==> src/rtl/regfile_wr_arbiter.sv <==
// regfile_wr_arbiter: round-robin arbiter sharing one register-file write port
// among NREQ requesters with val/rdy handshakes.
//
// Build option: define REGFILE_WR_ARB_CLEAR_EN to compile in the post-reset
// clear sequencer, which writes zero to every register before arbitration
// starts. Without it the arbiter enters normal arbitration straight out of
// reset and relies on the register file's own reset for initial contents.

module regfile_wr_arbiter #(
    parameter  int NREQ  = 3,
    parameter  int DTYPE = 8,
    parameter  int NREGS = 4,
    localparam int AW    = $clog2(NREGS),
    localparam int GW    = $clog2(NREQ)
) (
    input  logic                  clk,
    input  logic                  reset,
    input  logic [NREQ-1:0]       req_val,
    output logic [NREQ-1:0]       req_rdy,
    input  logic [NREQ*AW-1:0]    req_addr,
    input  logic [NREQ*DTYPE-1:0] req_data,
    output logic                  wr_call,
    output logic [AW-1:0]         wr_addr,
    output logic [DTYPE-1:0]      wr_data,
    output logic [GW-1:0]         grant_id,
    output logic                  busy
);

    localparam int unsigned NREQ_U = NREQ;

    // Per-requester views of the packed address/data buses.
    logic [AW-1:0]    addr_arr [NREQ];
    logic [DTYPE-1:0] data_arr [NREQ];

    for (genvar g = 0; g < NREQ; g++) begin : g_unpack
        assign addr_arr[g] = req_addr[g*AW +: AW];
        assign data_arr[g] = req_data[g*DTYPE +: DTYPE];
    end

    logic [GW-1:0] rr_ptr;
    logic [GW-1:0] winner;
    logic          found;
    logic          clearing;
    logic [AW-1:0] clr_addr;

`ifdef REGFILE_WR_ARB_CLEAR_EN
    typedef enum logic {
        CLEAR,
        RUN
    } fsm_t;

    fsm_t          fsm;
    fsm_t          fsm_nxt;
    logic [AW-1:0] clr_ctr;
    logic [AW-1:0] clr_ctr_nxt;

    // State register for the clear sequencer.
    always_ff @(posedge clk) begin
        if (reset) begin
            fsm     <= CLEAR;
            clr_ctr <= '0;
        end else begin
            fsm     <= fsm_nxt;
            clr_ctr <= clr_ctr_nxt;
        end
    end

    // Next-state logic: walk every address once, then hand over to arbitration.
    always_comb begin
        fsm_nxt     = fsm;
        clr_ctr_nxt = clr_ctr;
        case (fsm)
            CLEAR: begin
                if (clr_ctr == AW'(NREGS - 1)) begin
                    fsm_nxt     = RUN;
                    clr_ctr_nxt = '0;
                end else begin
                    clr_ctr_nxt = clr_ctr + 1'b1;
                end
            end
            default: begin
                fsm_nxt     = RUN;
                clr_ctr_nxt = '0;
            end
        endcase
    end

    assign clearing = (fsm == CLEAR);
    assign clr_addr = clr_ctr;
`else
    assign clearing = 1'b0;
    assign clr_addr = '0;
`endif

    // Round-robin search: first valid requester at or after rr_ptr, modulo NREQ.
    always_comb begin
        int unsigned idx;
        found  = 1'b0;
        winner = '0;
        idx    = 0;
        for (int unsigned k = 0; k < NREQ_U; k++) begin
            idx = 32'(rr_ptr) + k;
            if (idx >= NREQ_U) begin
                idx = idx - NREQ_U;
            end
            if (!found && req_val[GW'(idx)]) begin
                found  = 1'b1;
                winner = GW'(idx);
            end
        end
    end

    // Pointer moves just past the winner after each grant; idle cycles hold it.
    always_ff @(posedge clk) begin
        if (reset) begin
            rr_ptr <= '0;
        end else if (!clearing && found) begin
            if (winner == GW'(NREQ - 1)) begin
                rr_ptr <= '0;
            end else begin
                rr_ptr <= winner + 1'b1;
            end
        end
    end

    // Write-port and handshake outputs; reset and clearing take priority over grants.
    always_comb begin
        req_rdy  = '0;
        wr_call  = 1'b0;
        wr_addr  = '0;
        wr_data  = '0;
        grant_id = '0;
        busy     = 1'b0;
        if (reset) begin
            busy = 1'b1;
        end else if (clearing) begin
            wr_call = 1'b1;
            wr_addr = clr_addr;
            busy    = 1'b1;
        end else if (found) begin
            req_rdy  = NREQ'(1) << winner;
            wr_call  = 1'b1;
            wr_addr  = addr_arr[winner];
            wr_data  = data_arr[winner];
            grant_id = winner;
        end
    end

endmodule

==> config.mk <==
export PLATFORM = sky130hd
export DESIGN_NAME = regfile_wr_arbiter
export DESIGN_NICKNAME = d
export VERILOG_FILES = /design/src/rtl/regfile_wr_arbiter.sv
export SDC_FILE = /design/constraint.sdc
export NUM_CORES = 1
export LEC_CHECK = 0
export CAP_MARGIN = 20
export CORE_MARGIN = 3
export CORE_UTILIZATION = 30
export DETAILED_ROUTE_END_ITERATION = 12
export PLACE_DENSITY_LB_ADDON = 0.05
export SLEW_MARGIN = 15
export SYNTH_ARGS = -nofsm -noshare
export SYNTH_HDL_FRONTEND = slang
export SYNTH_SLANG_ARGS = --single-unit
==> constraint.sdc <==
create_clock -name clk -period 2.02 [get_ports clk]
set_input_delay 0.202 -clock clk [delete_from_list [all_inputs] [get_ports clk]]
set_output_delay 0.202 -clock clk [all_outputs]
set_load 0.005 [all_outputs]
== After elaboration in Yosys (flattened, before gate mapping) ==
Index checks and enable logic that the tools add are counted.

* Mux-type cells: 33
* Bitwise operators: 1
* Multiply operators: 0
* Eq/ne operators: 1
* Reductions and logical operators: 4
* Divide/modulo/power cells: 0
* Order comparisons: 7
* Shift-type cells: 1
* Add/sub/neg operators: 6

{| class="wikitable"
|+ Operator list
! operator !! count
|-
| 8-bit two-way mux || 4
|-
| 2-bit two-way mux || 13
|-
| 8-bit binary-select mux with 2-bit select || 1
|-
| 2-bit by 3-bit less-than comparator with 1-bit output, second input constant || 3
|-
| 1-bit two-way mux || 9
|-
| 1-bit binary-select mux with 2-bit select || 3
|-
| 3-bit by 2-bit greater-or-equal comparator with 1-bit output, second input constant || 2
|-
| 3-bit two-way mux || 2
|-
| 2-bit subtractor, second input constant || 3
|-
| 2-bit binary-select mux with 2-bit select || 1
|-
| 2-bit by 1-bit adder with 3-bit output, second input constant || 1
|-
| 2-bit by 2-bit adder with 3-bit output, second input constant || 1
|-
| 3-bit greater-or-equal comparator, second input constant || 1
|-
| 2-bit inverter with 3-bit output || 1
|-
| 1-bit by 2-bit << shifter with 3-bit output, first input constant || 1
|-
| 2-bit by 1-bit adder with 2-bit output, second input constant || 1
|-
| 2-bit == test, second input constant || 1
|-
| 2-bit greater-or-equal comparator, second input constant || 1
|-
| 1-bit logical AND || 2
|-
| 1-bit zero test || 2
|}

* Output and inout bits: 17
* Input bits: 35
* Logic and storage cells: 54
* Register bits after elaboration: 2
* Bits in writable memories: 0
* Bits in latches: 0
* ROM bits: 0
* Memories: 0

== Longest topological paths before layout ==
* Depth after elaboration: 17
* Gate-level depth with buffers: 9
* Depth with buffers taken out: 7

== Least setup slack after synthesis ==
OpenSTA, ideal clock, no wires.

* Path kind: flip-flop to output port
* From: reg rr_ptr[0]
* To: out wr_data[4]
* Slack: -0.091 ns
* Buffers on the path: 1
* Arrival: 1.909 ns
* Required time: 1.818 ns
* Stages on the path, launching flop included: 9
* Cell sequence: dfxtp_1 inv_1 ha_1 or2b_1 a21o_1 a211oi_2 buf_4 nand2_1 a311oi_1

* Cells in the longest elaborated chain, start to end: 17
* Elaborated cells on any way between the ends: 33
* Those cells by class: add/sub (5); order compare (3); mux (20); bitwise (1); reduce/logical (4)

{| class="wikitable"
|+ Ends and longest elaborated chain
! element !! line !! source
|-
| start, declared || 40 || <nowiki>logic [GW-1:0] rr_ptr;</nowiki>
|-
| start signal, assigned || 121 || <nowiki>rr_ptr <= winner + 1'b1;</nowiki>
|-
| branches (longest 15 deep; another with 2-bit by 1-bit adder with 3-bit output) || -- ||
|-
| 8-bit two-way mux (*) || 140 || <nowiki>end else if (found) begin</nowiki>
|-
| 8-bit two-way mux (*) || 134 || <nowiki>if (reset) begin</nowiki>
|-
| end, declared || 24 || <nowiki>output logic [DTYPE-1:0] wr_data,</nowiki>
|}

Mark *: on every way between the ends. The select of a mux whose other input is x is not followed.

== Worst setup path after layout ==
* From: reg rr_ptr[1]
* To: out wr_data[7]

The elaborated chain is that of the path after synthesis.

==> qor.yml <==
worst_path_max_delay_cell: "dfxtp_2"
clk_latency_ns: 0.23
met2WireLength_um: 1780
start_kind: "flip-flop"
skew_ns: 0.00975
rsz0062_at_grt: "yes"
dr_wl_met3_um: 144
path_buf_inv: 4
violations: "setup timing"
outcome: "complete, but fails checks"
grt_overflow_total: 0
drive_gt1_share_pct: 57.2
tightest_slew_ns: 0.374
clk_pin_slew_ns: 0.03
leakage_nw: 0.822
synth_seq_area_share_pct: 5.83
syn_nets: 131
hold_buffers: 0
cts_max_path_buffers: 2
antenna_found_initial: 0
cts_tree: "built"
setup_violations: 18
final_nets: 227
die_y_um: 53.9
portBuffers: 51
endpoint_kind: "primary output"
layout_common_cells: "35 x clkdlybuf4s50_1, 31 x buf_4, 15 x buf_2, 11 x nand2_1"
ys_seq_elements: 2
hold_depth: 3
first_global_vias: 1100
fmax_mhz: 389
drt_iter0_drc: 13
antenna_left: 0
reg2reg_depth: 11
top_regs: "rr_ptr x2"
grt_pass1_wl_um: 4810
worstSetupPathType: "flip-flop to primary output"
cts_max_level: 1
largest_reg_flops: 2
final_common_cell: "clkdlybuf4s50_1"
max-slew-margin-rel_pct: 74.8
hold_class: "flip-flop to flip-flop"
core_area_um2: 2060
start_util_pct: 33.3
top_register: "rr_ptr"
cts_num_sinks: 2
die-width_um: 53.9
grt_usage_pct: 22.7
num_antenna_cells: 0
rr_endpoint: "rr_ptr[0]$_SDFFE_PP0N_"
dr.pass1.iters: 4
synth_area_um2: 687
ys_top_cells_by_area: "a311oi_2 11%, nand2_1 10%, dfxtp_1 5.8%"
viasPerCell: 5.15
boundaryPins: 52
critPathRequiredTime_ns: 1.82
wl_met1_um: 1330
gp_congestion: 0.767
worstHoldStart: "rr_ptr[1]$_SDFFE_PP0N_"
grt_max_degree: 13
min_to: "rr_ptr[1]$_SDFFE_PP0N_"
hold_violations: 0
synth_cell_types: 41
r2r_start: "rr_ptr[1]$_SDFFE_PP0N_"
maxSlewViolCount: 0
worstPathMaxFanout: 8
fin_tns_setup_ns: -7.08
ys_warn_count: 0
die_area_um2: 2900
ir_worst_vdd_uv: 1150
synth_top_area_cell: "a311oi_2"
drv_cap: 0
top_layer: "met3"
wl_um: 3250
drc_errors: 0
cts_root_buf: "clkbuf_4"
period_minus_slack_ns: 2.57
yosysTopAreaCellShare_pct: 10.9
cp_top_family: "compound AO/OA/AOI/OAI gates"
cp_slowest_stage_delay_ns: 0.32
p_total_mw: 2.50
nFillCells: 113
crit_chain: "buf_6, ha_4, or2b_1, a21o_1, a211oi_2, buf_4, buf_12, nand2_4, a311oi_2, buf_2"
synthCells: 93
r2r_slack_ns: -0.13
area_growth_syn_to_layout_pct: 160
powerDensity_nw_per_um2: 1400
wl_per_cell_um: 15.2
syn_avg_cell_area_um2: 7.39
rows: 16
via_count: 1103
dp_hpwl_um: 2010
cts_buffers: 3
arrival_ns: 2.37
finalWorstSetupSlack_ns: -0.553
min_period_over_period_pct: 127
## area by class of cell
type / instances / area (um^2) / share of cell area (%)
well taps: 27 / 33.8 / 1.89
multi-input cells: 77 / 734 / 41.1
flip-flops and latches: 2 / 42.5 / 2.38
inverters: 7 / 26.3 / 1.47
clock buffers: 3 / 22.5 / 1.26
repair buffers: 98 / 928 / 51.9
## worst register-to-register path: stages, from the launching register on
cell,delay (ns)
dfxtp_2,0.34
inv_2,0.05
ha_4,0.17
buf_6,0.12
mux2_4,0.31
a222oi_1,0.23
buf_4,0.19
buf_4,0.12
a31oi_4,0.09
buf_6,0.14
buf_4,0.12
and3_1,0.16
## Yosys cell counts (all sizes together)
master   n
nand2   19
nor2    14
a311oi   9
buf      7
inv      7
ha       3
a21o     2
a22oi    2
a31oi    2
dfxtp    2
mux2     2
nor4     2
o211a    2
o21ai    2
a211o    1
a211oi   1
a21oi    1
a221oi   1
a222oi   1
a22o     1
a41oi    1
and2     1
and2b    1
and3     1
and3b    1
mux2i    1
nand2b   1
nand3b   1
nand4    1
o21a     1
o21bai   1
or2b     1
## what timing repair did
item / CTS / global route
cloned: 2 / 1
setup buffers: 16 / 4
gates resized for setup: 100 / 9
pin swaps: 19 / 14
setup endpoints to repair: 16 / 18
## layer usage
| layer | up-vias | GRT usage, % |
|---|---|---|
| met4 | 0 | 6.81 |
| met2 | 38 | 41.3 |
| li1 | 538 | - |
| met1 | 527 | 26.2 |
| met5 | - | 0 |
| met3 | 0 | 4.43 |
## how the worst max path moves through the flow
stage,start,endpoint,slack (ns),cells after the start
2_1_floorplan,rr_ptr[1]$_SDFFE_PP0N_,wr_addr[0],0.009,7
3_3_place_gp,req_val[1],wr_data[2],-0.67,8
3_5_place_dp,req_val[1],wr_data[4],-0.74,8
4_1_cts,rr_ptr[0]$_SDFFE_PP0N_,wr_data[4],-0.49,10
5_1_grt,rr_ptr[1]$_SDFFE_PP0N_,wr_data[7],-0.66,10
6_report,rr_ptr[1]$_SDFFE_PP0N_,wr_data[7],-0.55,10
## power breakdown
part           leakage, nW  switching, mW  internal (mW)
Sequential          0.0172         0.0177         0.0606
Combinational        0.791           1.02           1.32
Clock               0.0138         0.0243         0.0657
## cell families (layout without fill, tap and decap cells)
kind of cell	count (synthesis)	after routing	synth area share, %
AO/OA/AOI/OAI	28	28	39.0
adder cells (fa/ha/maj)	3	3	5.47
buffers and inverters	14	108	14.0
multiplexers	3	3	5.28
flip-flops	2	2	5.83
AND/OR/NAND/NOR	43	43	30.4
## per-stage QoR
| step | area (um^2) | std cells | utilization, % | setup WS (ns) | hold WS (ns) |
|---|---|---|---|---|---|
| after floorplan | 722 | 93 | - | 0.00913 | 0.267 |
| after global placement | 1400 | 188 | 68.0 | -0.674 | 0.613 |
| after detailed placement | 1400 | 188 | 68.0 | -0.740 | 0.629 |
| after CTS | 1680 | 209 | 81.6 | -0.487 | 0.661 |
| after global routing | 1790 | 214 | 86.7 | -0.663 | 0.692 |
| final | 1790 | 214 | 86.7 | -0.553 | 0.643 |
Note: power is estimated with default switching activity, not from simulation.
